--- config.mk ---
export PLATFORM = sky130hd
export DESIGN_NAME = shared_resource_arbiter
export DESIGN_NICKNAME = d
export VERILOG_FILES = /design/src/rtl/shared_resource_arbiter.sv
export SDC_FILE = /design/constraint.sdc
export NUM_CORES = 1
export LEC_CHECK = 0
export ABC_AREA = 1
export ABC_CLOCK_PERIOD_IN_PS = 2920
export CORE_ASPECT_RATIO = 1.1
export CORE_MARGIN = 3
export CORE_UTILIZATION = 35
export DETAILED_ROUTE_END_ITERATION = 10
export PLACE_DENSITY = 0.73
export SLEW_MARGIN = 5
export SYNTH_ARGS = -nofsm -noshare
export SYNTH_HDL_FRONTEND = slang
export SYNTH_SLANG_ARGS = --single-unit
--- constraint.sdc ---
create_clock -name clk -period 2.92 [get_ports clk]
set_input_delay 0.73 -clock clk [delete_from_list [all_inputs] [get_ports clk]]
set_output_delay 0.73 -clock clk [all_outputs]
set_load 0.01 [all_outputs]
--- src/rtl/shared_resource_arbiter.sv ---
// Two-lane initiator for a shared 1-cycle-latency resource: round-robin issue, tagged response routing.
// Optional per-lane saturating stall counters are enabled with `define SRA_STALL_CNT_EN.
module shared_resource_arbiter #(
    parameter int DATA_W = 32,
    parameter int CNT_W  = 16
) (
    input  logic                clk,
    input  logic                reset,
    input  logic [1:0]          req_valid,
    input  logic [2*DATA_W-1:0] req_data,
    output logic [1:0]          req_ready,
    output logic [1:0]          rsp_valid,
    output logic [2*DATA_W-1:0] rsp_data,
    input  logic [1:0]          rsp_ready,
    output logic [1:0]          res_in_valid,
    output logic [DATA_W-1:0]   res_in_data,
    input  logic [1:0]          res_out_valid,
    input  logic [DATA_W-1:0]   res_out_data,
    output logic                stall,
`ifdef SRA_STALL_CNT_EN
    output logic [CNT_W-1:0]    stall_cnt0,
    output logic [CNT_W-1:0]    stall_cnt1,
`endif
    output logic                err_unexp
);

    logic [1:0]          busy_q, busy_d;
    logic                rr_ptr_q, rr_ptr_d;
    logic [1:0]          res_in_valid_q, res_in_valid_d;
    logic [DATA_W-1:0]   res_in_data_q, res_in_data_d;
    logic [1:0]          rsp_valid_q, rsp_valid_d;
    logic [2*DATA_W-1:0] rsp_data_q, rsp_data_d;
    logic                err_q, err_d;

    logic [1:0] eligible, grant, release_l, capture, tag_onehot;

    always_comb begin
        eligible = req_valid & ~busy_q;
        // Contention goes to rr_ptr; a lone eligible lane always wins.
        if (eligible == 2'b11) grant = rr_ptr_q ? 2'b10 : 2'b01;
        else                   grant = eligible;
    end

    always_comb begin
        rr_ptr_d       = rr_ptr_q;
        res_in_data_d  = res_in_data_q;
        res_in_valid_d = grant;
        if (|grant) begin
            rr_ptr_d      = ~grant[1];
            res_in_data_d = grant[1] ? req_data[DATA_W +: DATA_W] : req_data[0 +: DATA_W];
        end

        release_l  = rsp_valid_q & rsp_ready;
        busy_d     = (busy_q & ~release_l) | grant;

        // Only a well-formed tag for a lane that is waiting with an empty buffer is accepted.
        tag_onehot = (res_out_valid == 2'b01 || res_out_valid == 2'b10) ? res_out_valid : 2'b00;
        capture    = tag_onehot & busy_q & ~rsp_valid_q;

        rsp_valid_d = (rsp_valid_q & ~release_l) | capture;
        rsp_data_d  = rsp_data_q;
        for (int i = 0; i < 2; i++) begin
            if (capture[i]) rsp_data_d[i*DATA_W +: DATA_W] = res_out_data;
        end
        err_d = err_q | ((|res_out_valid) & ~(|capture));
    end

    always_ff @(posedge clk) begin
        if (reset) begin
            busy_q         <= '0;
            rr_ptr_q       <= 1'b0;
            res_in_valid_q <= '0;
            res_in_data_q  <= '0;
            rsp_valid_q    <= '0;
            rsp_data_q     <= '0;
            err_q          <= 1'b0;
        end else begin
            busy_q         <= busy_d;
            rr_ptr_q       <= rr_ptr_d;
            res_in_valid_q <= res_in_valid_d;
            res_in_data_q  <= res_in_data_d;
            rsp_valid_q    <= rsp_valid_d;
            rsp_data_q     <= rsp_data_d;
            err_q          <= err_d;
        end
    end

    assign req_ready    = grant;
    assign stall        = |(req_valid & ~grant);
    assign rsp_valid    = rsp_valid_q;
    assign rsp_data     = rsp_data_q;
    assign res_in_valid = res_in_valid_q;
    assign res_in_data  = res_in_data_q;
    assign err_unexp    = err_q;

`ifdef SRA_STALL_CNT_EN
    logic [CNT_W-1:0] stall_cnt0_q, stall_cnt0_d, stall_cnt1_q, stall_cnt1_d;
    logic [1:0]       lane_stall;

    always_comb begin
        lane_stall   = req_valid & ~grant;
        stall_cnt0_d = stall_cnt0_q;
        stall_cnt1_d = stall_cnt1_q;
        if (lane_stall[0] && stall_cnt0_q != '1) stall_cnt0_d = stall_cnt0_q + 1'b1;
        if (lane_stall[1] && stall_cnt1_q != '1) stall_cnt1_d = stall_cnt1_q + 1'b1;
    end

    always_ff @(posedge clk) begin
        if (reset) begin
            stall_cnt0_q <= '0;
            stall_cnt1_q <= '0;
        end else begin
            stall_cnt0_q <= stall_cnt0_d;
            stall_cnt1_q <= stall_cnt1_d;
        end
    end

    assign stall_cnt0 = stall_cnt0_q;
    assign stall_cnt1 = stall_cnt1_q;
`else
    logic [CNT_W-1:0] unused_cnt_w;
    assign unused_cnt_w = '0;
`endif

endmodule

==> reports/results.ini <==
[timing]
fmax_mhz=363
setup_viol=0
min_period_over_period=0.943
fin_crit_ps=2750
clock_skew_ps=4.98
holdWs_ps=465
slew_viol_final=0
rsz0062_at_grt=no
worst_pin_slew_ps=603
fin_ws_ps=167
relSlewSlack=0.598
finalHoldViolations=0

[clock_network]
cts_buffers=9
cts_setup_buffers=0
htreeDepth=3
clk_pin_slew_ps=60
clkLatencyLatePin_ps=340
cts_root_buffer=clkbuf_16
clk_path_buf_depth=2
ctsHoldBuffers=0
ctsResizeCount=4
cts_tree=done
cts.sink_count=104

[yosys]
ys_ff_latch=104
synth-compound-area-share=0.157
ys_types=18
synthFlopType=dfxtp_1
synth_top_family_by_area=simple AND/OR/NAND/NOR gates
synth_nets=709
netlist_top_cells_count=nor2_1 (197), dfxtp_1 (104), o21ai_0 (86), inv_1 (42), nand2_1 (41)
yosysMostFrequentCell=nor2_1
syn_inst=605
synth-seq-area-share=0.479
syn-mean-instance-area_um2=7.18
yosysTopAreaCell=dfxtp_1
synth-edff-count=0
yosys.area_share.simple=0.257
yosysWarningCount=0
synth_area_mm2=0.00435
async_flop_share=0
yosysTopAreaCellShare=0.479
muxShareOfSynthArea=0
synth_xor_area_frac=0
synth_adder_area_share=0
synth_area_leaders=dfxtp_1 (48%), nor2_1 (17%), o21ai_0 (9.9%)

[job]
drv_cap=0

[power]
p_leak_nw=2.75
p_per_area_mw_per_mm2=521
design_power_total_mw=3.50
peakVddDrop_v=0.000353

[route]
drt-initial-drc-count=338
routedWlPerCell_um=13.7
dr.pass1.iters=4
vias=4552
viasPerCell=4.78
drt_wl_total_um=13100
post-route-drc-count=0
drtAntennaViolNets=0

[worst_setup_path]
crit_end=req_ready[0]
r2r_start=busy_q[1]
worstSetupStartpointType=input port
r2r_end=rsp_data[52]
reg2reg_slack_ps=1280
worstPathMaxFanout=3
worstPathArrival_ps=2020
worst-setup-path-type=input port to primary output
required_ps=2190
ff2ff_path_depth=5
endpoint_kind=primary output
crit_start=req_valid[1]

[floorplanning]
dieArea_mm2=0.0138
num_rows=42
die_x_um=112
io_pins=208
die_h_um=123
start_util=0.360
core_mm2=0.0121

[final_layout]
nFillCells=1139
antenna_cells=0
finalInstanceArea_mm2=0.00671
syn2layout_area_growth_pct=54.5
final_nets=897
layout.cells.non_filler=952
drive_above_1_share=0.0464

[place]
placed_cells_incl_taps=936
hpwl_um=9390
dp_slack_ps=-127
numPortBuffers=207
routabilityCongestion=0.840
place_area_mm2=0.00642

[outcome]
status=complete, no violations

[global_route]
grt_pass1_wl_um=20700
grt_pass1_vias=4238
grt_max_degree=98
track_usage=0.183
antenna_found_initial=0
grt.overflow.total=0

[min_path]
min_path_type=flop to flop
min_from=err_unexp

[critical path: stages]
cell,delay [ps]
clkdlybuf4s50_1,460
inv_1,70
nor2_4,110
inv_2,50
o21ai_1,160
buf_4,150
inv_1,30
dlygate4sd2_1,270
[registers in the layout, indices dropped and copies added (netlist names)]
name,cells
res_in_valid,2
err_unexp,1
res_in_data,32
busy_q,2
rr_ptr_q,1
rsp_valid,2
rsp_data,64
[logic make-up after synthesis]
logic type / Yosys count
compound gates: 136
buf+inv: 88
flops: 104
simple gates: 277
[through the flow]
stage	utilization	setup TNS, ps
final	0.555	0
after global routing	0.555	0
after floorplan	-	0
after CTS	0.555	0
after global placement	0.531	-201
after detailed placement	0.531	-286
[routing by layer]
layer / vias to the layer above / global-route usage / share of wire
li1: 2292 / - / -
met1: 2064 / 0.226 / 0.42
met4: 0 / 0.0751 / 0.019
met2: 177 / 0.304 / 0.48
met3: 19 / 0.0473 / 0.080
met5: - / 0 / 0
[report_power, final]
group	switching, mW	internal (mW)
Sequential	0.0533	1.52
Combinational	0.359	0.400
Clock	0.515	0.652
[layout by cell type, fill, tap and decap left out]
cell,n
buf_12,1
nand2_1,41
nand3_1,33
dlygate4sd2_1,3
o21ai_0,85
clkbuf_1,1
inv_1,42
o21ai_1,14
nand2_4,1
or2_2,1
a21oi_1,37
dfxtp_1,104
clkbuf_8,3
clkbuf_16,9
nand3_2,3
nor2_4,1
inv_2,3
nor2_1,197
inv_6,1
buf_4,12
clkdlybuf4s50_1,204
clkinvlp_4,2
[worst min-delay path by stage]
stage                     slack [ps]   endpoint  cells after the start
after floorplan                  470  err_unexp                      2
after global placement           450  err_unexp                      2
after detailed placement         460  err_unexp                      2
after CTS                        470  err_unexp                      2
after global routing             480  err_unexp                      2
final                            470  err_unexp                      2
[cell type report]
class | count | area, µm² | share of cell area
Tap cell | 154 | 193 | 0.0287
Inverter | 45 | 169 | 0.0252
Sequential cell | 104 | 2080 | 0.310
Clock inverter | 3 | 23.8 | 0.00354
Clock buffer | 13 | 270 | 0.0403
Timing Repair Buffer | 220 | 2180 | 0.324
Multi-Input combinational cell | 413 | 1800 | 0.268
Power figures use the tool's default switching activity.
